==> src/rtl/axi_nport_bridge.sv <==
// NUM_CH-client to single AXI3 master bridge with independent round-robin read and write paths.
// Optional read-after-write line hazard check: define AXI_RAW_HAZARD_CHK_EN.
module axi_nport_bridge #(
  parameter int NUM_CH = 2,
  parameter int ID_W   = 4,
  parameter int LINE_W = 6
) (
  input  logic                 clk,
  input  logic                 rset,
  input  logic [NUM_CH*32-1:0] ch_addr,
  input  logic [NUM_CH-1:0]    ch_addr_valid,
  input  logic [NUM_CH-1:0]    ch_we,
  input  logic [NUM_CH*3-1:0]  ch_size,
  input  logic [NUM_CH*8-1:0]  ch_lens,
  input  logic [NUM_CH-1:0]    ch_rready,
  input  logic [NUM_CH*32-1:0] ch_wr_data,
  input  logic [NUM_CH-1:0]    ch_wr_valid,
  input  logic [NUM_CH*4-1:0]  ch_byte_enable,
  input  logic [NUM_CH-1:0]    ch_wr_last,
  input  logic [NUM_CH-1:0]    ch_resp_ready,
  output logic [NUM_CH-1:0]    ch_valid_clear,
  output logic [NUM_CH-1:0]    ch_rd_dready,
  output logic [31:0]          ch_rd_data,
  output logic [NUM_CH-1:0]    ch_rlast,
  output logic [NUM_CH-1:0]    ch_wr_next,
  output logic [NUM_CH-1:0]    ch_wr_finish,
  output logic [31:0]          axi_araddr,
  output logic [ID_W-1:0]      axi_arid,
  output logic [7:0]           axi_arlen,
  output logic [2:0]           axi_arsize,
  output logic [1:0]           axi_arburst,
  output logic                 axi_arvalid,
  input  logic                 axi_arready,
  output logic [3:0]           axi_arcache,
  output logic [1:0]           axi_arlock,
  output logic [2:0]           axi_arprot,
  input  logic [31:0]          axi_rdata,
  input  logic [ID_W-1:0]      axi_rid,
  input  logic                 axi_rlast,
  input  logic [1:0]           axi_rresp,
  input  logic                 axi_rvalid,
  output logic                 axi_rready,
  output logic [31:0]          axi_awaddr,
  output logic [ID_W-1:0]      axi_awid,
  output logic [7:0]           axi_awlen,
  output logic [2:0]           axi_awsize,
  output logic [1:0]           axi_awburst,
  output logic                 axi_awvalid,
  input  logic                 axi_awready,
  output logic [3:0]           axi_awcache,
  output logic [1:0]           axi_awlock,
  output logic [2:0]           axi_awprot,
  output logic [31:0]          axi_wdata,
  output logic [3:0]           axi_wstrb,
  output logic [ID_W-1:0]      axi_wid,
  output logic                 axi_wlast,
  output logic                 axi_wvalid,
  input  logic                 axi_wready,
  input  logic [ID_W-1:0]      axi_bid,
  input  logic [1:0]           axi_bresp,
  input  logic                 axi_bvalid,
  output logic                 axi_bready
);
  localparam int CH_W = (NUM_CH > 1) ? $clog2(NUM_CH) : 1;

  typedef enum logic [1:0] {R_IDLE, R_ADDR, R_DATA} rd_state_t;
  typedef enum logic [1:0] {W_IDLE, W_ADDR, W_DATA, W_RESP} wr_state_t;

  rd_state_t        r_r_state;
  wr_state_t        r_w_state;
  logic [CH_W-1:0]  r_rd_ptr, r_rd_ch, r_wr_ptr, r_wr_ch;
  logic [31:0]      r_araddr, r_awaddr;
  logic [ID_W-1:0]  r_arid, r_awid;
  logic [7:0]       r_arlen, r_awlen;
  logic [2:0]       r_arsize, r_awsize;
  logic             r_arvalid, r_awvalid;

  logic [31:0]      w_addr [NUM_CH];
  logic [31:0]      w_wdata [NUM_CH];
  logic [7:0]       w_len [NUM_CH];
  logic [2:0]       w_size [NUM_CH];
  logic [3:0]       w_strb [NUM_CH];
  logic [NUM_CH-1:0] w_rd_haz, w_rd_chsel, w_wr_chsel;
  logic             w_rd_found, w_wr_found;
  logic [CH_W-1:0]  w_rd_sel, w_wr_sel, w_rd_idx, w_wr_idx;

  for (genvar g = 0; g < NUM_CH; g++) begin : g_slice
    assign w_addr[g]  = ch_addr[32*g +: 32];
    assign w_wdata[g] = ch_wr_data[32*g +: 32];
    assign w_len[g]   = ch_lens[8*g +: 8];
    assign w_size[g]  = ch_size[3*g +: 3];
    assign w_strb[g]  = ch_byte_enable[4*g +: 4];
  end

`ifdef AXI_RAW_HAZARD_CHK_EN
  function automatic logic f_same_line(input logic [31:0] a, input logic [31:0] b);
    return a[31:LINE_W] == b[31:LINE_W];
  endfunction

  // A read may not overtake an in-flight write to the same cache line.
  always_comb begin
    for (int c = 0; c < NUM_CH; c++) begin
      w_rd_haz[c] = (r_w_state != W_IDLE) && f_same_line(w_addr[c], r_awaddr);
    end
  end
`else
  assign w_rd_haz = '0;
`endif

  // Round-robin search: descending loop so the lowest offset from the pointer wins.
  always_comb begin
    w_rd_found = 1'b0;
    w_rd_sel   = '0;
    w_rd_idx   = '0;
    w_wr_found = 1'b0;
    w_wr_sel   = '0;
    w_wr_idx   = '0;
    for (int k = NUM_CH - 1; k >= 0; k--) begin
      w_rd_idx = CH_W'((int'(r_rd_ptr) + k) % NUM_CH);
      w_wr_idx = CH_W'((int'(r_wr_ptr) + k) % NUM_CH);
      if (ch_addr_valid[w_rd_idx] && !ch_we[w_rd_idx] && !w_rd_haz[w_rd_idx]) begin
        w_rd_found = 1'b1;
        w_rd_sel   = w_rd_idx;
      end
      if (ch_addr_valid[w_wr_idx] && ch_we[w_wr_idx]) begin
        w_wr_found = 1'b1;
        w_wr_sel   = w_wr_idx;
      end
    end
  end

  // Read path FSM.
  always_ff @(posedge clk) begin
    if (rset) begin
      r_r_state <= R_IDLE;
      r_rd_ptr  <= '0;
      r_rd_ch   <= '0;
      r_araddr  <= 32'h0000_0000;
      r_arid    <= '0;
      r_arlen   <= 8'h00;
      r_arsize  <= 3'b000;
      r_arvalid <= 1'b0;
    end else begin
      case (r_r_state)
        R_IDLE: if (w_rd_found) begin
          r_rd_ch   <= w_rd_sel;
          r_araddr  <= w_addr[w_rd_sel];
          r_arid    <= ID_W'(w_rd_sel);
          r_arlen   <= w_len[w_rd_sel];
          r_arsize  <= w_size[w_rd_sel];
          r_arvalid <= 1'b1;
          r_r_state <= R_ADDR;
        end
        R_ADDR: if (axi_arready) begin
          r_arvalid <= 1'b0;
          r_r_state <= R_DATA;
        end
        R_DATA: if (axi_rvalid && axi_rready && axi_rlast) begin
          r_r_state <= R_IDLE;
          r_rd_ptr  <= (r_rd_ch == CH_W'(NUM_CH - 1)) ? '0 : r_rd_ch + CH_W'(1);
        end
        default: r_r_state <= R_IDLE;
      endcase
    end
  end

  // Write path FSM.
  always_ff @(posedge clk) begin
    if (rset) begin
      r_w_state <= W_IDLE;
      r_wr_ptr  <= '0;
      r_wr_ch   <= '0;
      r_awaddr  <= 32'h0000_0000;
      r_awid    <= '0;
      r_awlen   <= 8'h00;
      r_awsize  <= 3'b000;
      r_awvalid <= 1'b0;
    end else begin
      case (r_w_state)
        W_IDLE: if (w_wr_found) begin
          r_wr_ch   <= w_wr_sel;
          r_awaddr  <= w_addr[w_wr_sel];
          r_awid    <= ID_W'(w_wr_sel);
          r_awlen   <= w_len[w_wr_sel];
          r_awsize  <= w_size[w_wr_sel];
          r_awvalid <= 1'b1;
          r_w_state <= W_ADDR;
        end
        W_ADDR: if (axi_awready) begin
          r_awvalid <= 1'b0;
          r_w_state <= W_DATA;
        end
        W_DATA: if (axi_wvalid && axi_wready && axi_wlast) r_w_state <= W_RESP;
        W_RESP: if (axi_bvalid && axi_bready) begin
          r_w_state <= W_IDLE;
          r_wr_ptr  <= (r_wr_ch == CH_W'(NUM_CH - 1)) ? '0 : r_wr_ch + CH_W'(1);
        end
        default: r_w_state <= W_IDLE;
      endcase
    end
  end

  // One-hot decode of the granted channel of each path.
  always_comb begin
    for (int c = 0; c < NUM_CH; c++) begin
      w_rd_chsel[c] = (r_rd_ch == CH_W'(c));
      w_wr_chsel[c] = (r_wr_ch == CH_W'(c));
    end
  end

  assign axi_araddr  = r_araddr;
  assign axi_arid    = r_arid;
  assign axi_arlen   = r_arlen;
  assign axi_arsize  = r_arsize;
  assign axi_arvalid = r_arvalid;
  assign axi_arburst = 2'b01;
  assign axi_arcache = 4'b0000;
  assign axi_arlock  = 2'b00;
  assign axi_arprot  = 3'b000;
  assign axi_awaddr  = r_awaddr;
  assign axi_awid    = r_awid;
  assign axi_awlen   = r_awlen;
  assign axi_awsize  = r_awsize;
  assign axi_awvalid = r_awvalid;
  assign axi_awburst = 2'b01;
  assign axi_awcache = 4'b0000;
  assign axi_awlock  = 2'b00;
  assign axi_awprot  = 3'b000;

  assign axi_rready   = (r_r_state == R_DATA) && ch_rready[r_rd_ch];
  assign ch_rd_dready = w_rd_chsel & {NUM_CH{axi_rvalid && axi_rready}};
  assign ch_rlast     = w_rd_chsel & {NUM_CH{(r_r_state == R_DATA) && axi_rlast}};
  assign ch_rd_data   = axi_rdata;

  // W channel is a straight pass-through of the granted client during the data phase.
  assign axi_wdata    = w_wdata[r_wr_ch];
  assign axi_wstrb    = w_strb[r_wr_ch];
  assign axi_wid      = r_awid;
  assign axi_wvalid   = (r_w_state == W_DATA) && ch_wr_valid[r_wr_ch];
  assign axi_wlast    = (r_w_state == W_DATA) && ch_wr_last[r_wr_ch];
  assign ch_wr_next   = w_wr_chsel & {NUM_CH{axi_wvalid && axi_wready}};
  assign axi_bready   = (r_w_state == W_RESP) && ch_resp_ready[r_wr_ch];
  assign ch_wr_finish = w_wr_chsel & {NUM_CH{axi_bvalid && axi_bready}};

  assign ch_valid_clear = (w_rd_chsel & {NUM_CH{r_arvalid && axi_arready}}) |
                          (w_wr_chsel & {NUM_CH{r_awvalid && axi_awready}});

  wire w_unused = ^{axi_rid, axi_rresp, axi_bid, axi_bresp, LINE_W[0]};
endmodule

==> config.mk <==
export PLATFORM = sky130hd
export DESIGN_NAME = axi_nport_bridge
export DESIGN_NICKNAME = d
export VERILOG_FILES = /design/src/rtl/axi_nport_bridge.sv
export SDC_FILE = /design/constraint.sdc
export NUM_CORES = 1
export LEC_CHECK = 0
export CAP_MARGIN = 20
export CORE_AREA = 3 3 166 168
export CTS_BUF_LIST = sky130_fd_sc_hd__clkbuf_8
export CTS_CLUSTER_SIZE = 20
export DETAILED_ROUTE_END_ITERATION = 10
export DIE_AREA = 0 0 169 171
export PLACE_DENSITY = 0.53
export RECOVER_POWER = 25
export SLEW_MARGIN = 20
export SYNTH_ARGS = -nofsm -noshare
export SYNTH_HDL_FRONTEND = slang
export SYNTH_SLANG_ARGS = --single-unit
==> constraint.sdc <==
create_clock -name clk -period 3.6 [get_ports clk]
set_clock_uncertainty 0.2 [all_clocks]
set_input_delay 0.72 -clock clk [delete_from_list [all_inputs] [get_ports clk]]
set_output_delay 0.72 -clock clk [all_outputs]
set_load 0.01 [all_outputs]
==> results of run 1 <==
-- registers in the layout (all words and copies together), names as in the netlist --
signal	count
axi_arvalid	1
r_wr_ptr	1
axi_awvalid	1
axi_awaddr	32
axi_arid	1
axi_arsize	3
axi_araddr	32
r_w_state	2
axi_arlen	8
axi_awsize	3
r_wr_ch	1
r_r_state	2
r_rd_ptr	1
axi_awlen	8
-- worst max path at each step --
stage	startpoint	end	slack, ps	cells after the start
2_1_floorplan	ch_resp_ready[1]	ch_wr_finish[1]	1290	3
3_3_place_gp	ch_resp_ready[0]	ch_wr_finish[1]	360	5
3_5_place_dp	ch_resp_ready[0]	ch_wr_finish[1]	360	5
4_1_cts	ch_resp_ready[0]	ch_wr_finish[1]	340	5
5_1_grt	ch_addr_valid[0]	axi_araddr[21]$_SDFFE_PP0P_	240	6
6_report	ch_resp_ready[0]	ch_wr_finish[1]	350	5
-- metrics by stage --
stage / hold WS [ps] / instance area (um^2) / setup slack, ps
floorplan: 256 / 5470 / 1290
global placement: 286 / 8540 / 364
detailed placement: 289 / 8540 / 359
CTS: 304 / 8730 / 344
global route: 319 / 8740 / 239
finish: 298 / 8740 / 346
-- cell families (layout without fill, tap and decap cells) --
logic type / count (synthesis) / count (layout) / share of synthesized area
compound gates: 101 / 101 / 0.141
fa+ha+maj: 5 / 5 / 0.0117
buf+inv: 117 / 351 / 0.135
flops: 96 / 96 / 0.358
mux: 130 / 130 / 0.251
other cells: 2 / 36 / 0.00140
simple gates: 128 / 128 / 0.101
-- worst max-delay path, stage by stage --
cell	delay, ps
clkdlybuf4s50_1	420
mux2_2	290
and2_1	180
and3_1	200
clkdlybuf4s50_1	520
-- power by group --
part           switching, W  leakage [nW]  total [W]  internal [W]
Sequential         0.000107         0.794    0.00136       0.00125
Combinational      0.000710          2.30    0.00153      0.000819
Clock              0.000446         0.103   0.000750      0.000304
Total               0.00126          3.20    0.00364       0.00238
-- layer usage --
metal | track usage | part of all wire
met2 | 0.256 | 0.51
met1 | 0.147 | 0.37
met4 | 0.0656 | 0.030
met5 | 0 | 0
met3 | 0.0497 | 0.087
-- cell type report --
type | instances | area, um^2
fillers | 2737 | 17300
repair buffers | 329 | 3310
multi-input cells | 395 | 2860
flip-flops and latches | 96 | 1920
well taps | 335 | 419
clock buffers | 11 | 151
clock inverters | 5 | 46.3
inverters | 6 | 22.5
diodes | 5 | 12.5
-- cells in the final DEF, fill, tap and decap left out, types with 2 or more instances in the layout --
master             n
dlygate4sd3_1     31
mux2i_1           93
inv_6              3
mux2_2            37
dfxtp_1           95
and3_1             4
buf_4              7
nor3b_1            2
nand2b_1           4
inv_1              6
ha_1               5
nor2_1            97
conb_1            31
a21oi_1            4
nand2_1            9
clkdlybuf4s50_1  286
nand3_1            2
nor2b_1            5
a211oi_1          87
diode_2            5
buf_12             4
clkbuf_8          11
==> impl_results.md, run 1 <==
- Placed insts: around 1200
- Count of cell types in the netlist: 33
- Mapped Area: 5360 um^2
- Initial Utilization: 0.206
- Postcts setup bufs: 0
- Gr ovfl total: 0
- Crit start category: input pin
- Leakage: between 3 and 4 nW
- Peak VDD IR: approximately 0.26 mV
- Fin. max-slew vios: 0
- Hold Buf Count CTS: 0
- Commonest cells post-synth: nor2_1, dfxtp_1, mux2i_1
- First-pass GRT wire length: 31000 um
- Largest cells by area after synthesis: dfxtp_1, mux2i_1, a211oi_1, buf_4, mux2_2
- H-tree levels: 3
- Top cell type's share of synthesized area: 0.358
- Share of cells above drive strength 1: 0.0819
- Min-Delay Path Class: flop to flop
- Period utilization: 0.904
- Vias post-DR: between 5000 and 6000
- Final setup violation count: 0
- Most frequent cell after synthesis: nor2_1
- Port buffer count: about 320
- Synth Flop Type: dfxtp_1
- Syn avg cell area: a little over 9 um^2
- Routed vias/inst: approximately 4.3
- Vias in the first global route: 5177
- Post-DRT Antenna Nets: 0
- Unrepaired setup endpoints after global routing: false
- Post-CTS sizing: 0
- WP data required: around 2700 ps
- Clock buffer count from CTS: 9
- CTS max path bufs: 2
- Mapped Cells: between 500 and 600
- Slew margin rel.: 0.139
- Reg2reg setup slack: between 1000 and 1500 ps
- Worst Max-Slew Pin Slew: approximately 1300 ps
- IO Pins: between 400 and 500
- Worst Min Path Start: axi_araddr[30]$_SDFFE_PP0P_
- Layout Cells excl Fill: about 1200
- Max-Cap Viols: 0
- Data arrival, critical path: approximately 2300 ps
- Utilization after layout: 0.336
- CTS sink count: between 90 and 100
- Die Footprint: around 29000 um^2
- Core area: roughly 26000 um^2
- Pwr Total: between 0.003 and 0.004 W
- Routed len/inst: 18.0 um
- EDFF count, synth: 0
- Final hold vios: 0
- Layout area overhead: 63.0%
- Worst Hold Depth: 2
- Synth Warn #: 0
- Cell taking the most area after synthesis: dfxtp_1
- Fin crit period: 3250 ps
- Clock transition at the registers of the reported paths: approximately 100 ps
- GPL Wtd Cong: between 0.7 and 0.8
- Sequential share of the synthesized area: 0.358
- DR iter-0 viols: between 100 and 150
- CTS Root Cell: clkbuf_8
- Ys async rst share: 0
- Hpwl dp: roughly 16000 um
- Drt first pass iters: 4
- Hold endpoint: axi_araddr[30]$_SDFFE_PP0P_
- Pin count of the biggest net entering global routing: 88
- Die height: 171 um
- Gr usage total: 0.142
- Power Dens Cells: 416 nW/um^2
- R2r worst-path depth: 4
- Rows: 59
- Final WL: 21200 um
- Die Span X: roughly 170 um
- Critical path fanouts, max: 3
- Clk Latency, worst-skew pair: between 300 and 400 ps
- Fin Setup TNS: 0 ps
- Layout Nets: 1064
- Reg-to-Reg End: axi_arid[0]$_SDFFE_PP0P_
- Run status: finished clean
- Worst r2r src: r_r_state[0]$_SDFFE_PP0P_
- Initial antenna violation count: 5
- CTS tree: built
- FMAX: approximately 0.31 GHz
- Crit end category: output port
- CP Class: input pin to output port
- FF+latch count, synth: between 90 and 100
- Residual DRC: 0
No activity file was read; power rests on OpenSTA's default activity.
==> inputs of run 2 (changes only) <==
==> constraint.sdc (replaced) <==
create_clock -name clk -period 4.1 [get_ports clk]
set_clock_uncertainty 0.2 [all_clocks]
set_input_delay 0.82 -clock clk [delete_from_list [all_inputs] [get_ports clk]]
set_output_delay 0.82 -clock clk [all_outputs]
set_load 0.01 [all_outputs]
==> run 2 against run 1 <==
Net effect:
- setup slack better by 310 ps
- die area unchanged
- first-iteration DRC count down 20%
- critical path type unchanged
- largest cell class unchanged
==> impl_results.md, run 2 (synthesis results as in run 1) <==
- Run status: finished clean (unchanged)
- CTS sink count: 96 (unchanged)
- Period utilization: 0.840
- Critical path fanouts, max: 3 (unchanged)
- Gr ovfl total: 0 (unchanged)
- Clock transition at the registers of the reported paths: 110 ps (was 100 ps)
- Largest stage delay, worst path: 520 ps (about the same)
- Leakage: 3.18 nW (was 3.20 nW)
- Commonest non-fill, non-tap cell in the layout: clkdlybuf4s50_1 (unchanged)
- Die Footprint: 28900 um^2 (unchanged)
- Port buffer count: 318 (unchanged)
- Reg-to-Reg End: r_w_state[0]$_SDFFE_PP0P_ (was axi_arid[0]$_SDFFE_PP0P_)
- Rows: 59 (unchanged)
- Worst Max-Slew Pin Slew: 1250 ps (was 1290 ps)
- GPL Wtd Cong: 0.787 (was 0.792)
- First-pass GRT wire length: 30300 um (was 31000 um)
- Layout Cells excl Fill: 1176 (was 1182)
- Launch point of the worst path: ch_resp_ready[0] (unchanged)
- Layout Nets: 1063 (was 1064)
- Clock buffer count from CTS: 9 (unchanged)
- Most frequent CP cell: clkdlybuf4s50_1 (unchanged)
- Reg2reg setup slack: 1690 ps (was 1310 ps)
- Routed vias/inst: 4.26 (was 4.27)
- Hold Buf Count CTS: 0 (unchanged)
- Postcts setup bufs: 0 (unchanged)
- CP Class: input pin to output port (unchanged)
- Crit end category: output port (unchanged)
- Peak VDD IR: 0.152 mV (was 0.264 mV)
- Die Span X: 169 um (unchanged)
- Layout fillers: 2729 (was 2737)
- R2r worst-path depth: 5 (was 4)
- Crit start category: input pin (unchanged)
- Min-Delay Path Class: flop to flop (unchanged)
- Clk Latency, worst-skew pair: 370 ps (was 380 ps)
- Critical path cell sequence: clkdlybuf4s50_1 > mux2_2 > and2_1 > and3_1 > clkdlybuf4s50_1 (unchanged)
- Data arrival, critical path: 2430 ps (was 2330 ps)
- Fin. max-slew vios: 0 (unchanged)
- Post-CTS sizing: 0 (unchanged)
- Initial antenna violation count: 1 (was 5)
- Core area: 26100 um^2 (unchanged)
- Worst r2r src: r_wr_ch$_SDFFE_PP0P_ (was r_r_state[0]$_SDFFE_PP0P_)
- H-tree levels: 3 (unchanged)
- Max-Cap Viols: 0 (unchanged)
- Hold endpoint: axi_arlen[4]$_SDFFE_PP0P_ (was axi_araddr[30]$_SDFFE_PP0P_)
- Slowest CP cell: clkdlybuf4s50_1 (unchanged)
- Hpwl dp: 16400 um (about the same)
- IO Pins: 426 (unchanged)
- Utilization after layout: 0.333 (was 0.336)
- Initial Utilization: 0.206 (unchanged)
- Drt first pass iters: 4 (unchanged)
- Pin count of the biggest net entering global routing: 78 (was 88)
- Fin crit period: about 3400 ps
- Vias in the first global route: 4956 (was 5177)
- Routed len/inst: 17.9 um (was 18.0 um)
- Final hold vios: 0 (unchanged)
- FMAX: between 0.2 and 0.3 GHz
- Unrepaired setup endpoints after global routing: false (unchanged)
- Fin Setup TNS: 0 ps (unchanged)
- Share of cells above drive strength 1: 0.0774 (was 0.0819)
- Slew margin rel.: 0.164 (was 0.139)
- WP data required: 3080 ps (was 2680 ps)
- Residual DRC: 0 (unchanged)
- Worst Hold Depth: 2 (unchanged)
- Vias post-DR: 5012 (was 5048)
- CTS max path bufs: 2 (unchanged)
- Final setup violation count: 0 (unchanged)
- Most frequent cells in the layout: clkdlybuf4s50_1, nor2_1, dfxtp_1 (unchanged)
- WHS: 300 ps (was 298 ps)
- Worst Min Path Start: axi_arlen[4]$_SDFFE_PP0P_ (was axi_araddr[30]$_SDFFE_PP0P_)
- DR iter-0 viols: 97 (was 122)
- Gr usage total: 0.138 (was 0.142)
- Layout area overhead: 61.9% (was 63.0%)
- Power Dens Cells: 367 nW/um^2 (was 416 nW/um^2)
- Post-DRT Antenna Nets: 0 (unchanged)
- CTS tree: built (unchanged)
- Die height: 171 um (unchanged)
- CTS Root Cell: clkbuf_8 (unchanged)
- Final WL: 21100 um (was 21200 um)
- Placed insts: 1160 (was 1161)
## run 2: cell count changes in the layout (fill, tap and decap cells not counted), sizes merged
cell | previous run | this run
diode | 5 | 1
clkinv | 1 | 2
inv | 10 | 9
buf | 11 | 10
clkbuf | 12 | 10
bufinv | 0 | 1
## run 2: worst max path at each step
stage / depth (start not counted) / slack [ps] / to
floorplan: 3 / 1590 / ch_wr_finish[1]
global placement: 5 / 660 / ch_wr_finish[1]
detailed placement: 5 / 660 / ch_wr_finish[1]
CTS: 5 / 640 / ch_wr_finish[1]
global route: 4 / 590 / axi_wlast
finish: 5 / 650 / ch_wr_finish[1]
## run 2: layout make-up
| type | instances | area, um^2 | share of cell area |
|---|---|---|---|
| Clock inverter | 6 | 68.8 | 0.00793 |
| Clock buffer | 9 | 124 | 0.0143 |
| Timing Repair Buffer | 328 | 3280 | 0.377 |
| Multi-Input combinational cell | 395 | 2850 | 0.328 |
| Sequential cell | 96 | 1920 | 0.221 |
| Tap cell | 335 | 419 | 0.0483 |
| Inverter | 6 | 22.5 | 0.00259 |
| Antenna cell | 1 | 2.50 | 0.000288 |
## run 2: through the flow
step | instance area (um^2) | worst slack (ps) | power [W]
after floorplan | 5470 | 1590 | 0.00191
after global placement | 8500 | 661 | 0.00258
after detailed placement | 8500 | 658 | 0.00259
after CTS | 8700 | 645 | 0.00328
after global routing | 8680 | 587 | 0.00341
final | 8680 | 655 | 0.00319
## run 2: power breakdown
part	internal [W]	switching [W]
sequential	0.00110	0.0000927
combinational	0.000713	0.000616
clock	0.000284	0.000382
total	0.00210	0.00109
## run 2: metal layers
layer	up-vias	GRT usage	wire, um
met4	0	0.0402	440
met3	28	0.0485	1890
met1	2273	0.142	7570
met2	212	0.263	11200
li1	2499	-	-
met5	-	0	0
## run 2: critical path, delay by kind of cell
kind          cells  cell delay (ps)
buf+inv           2              940
simple gates      2              370
mux               1              290
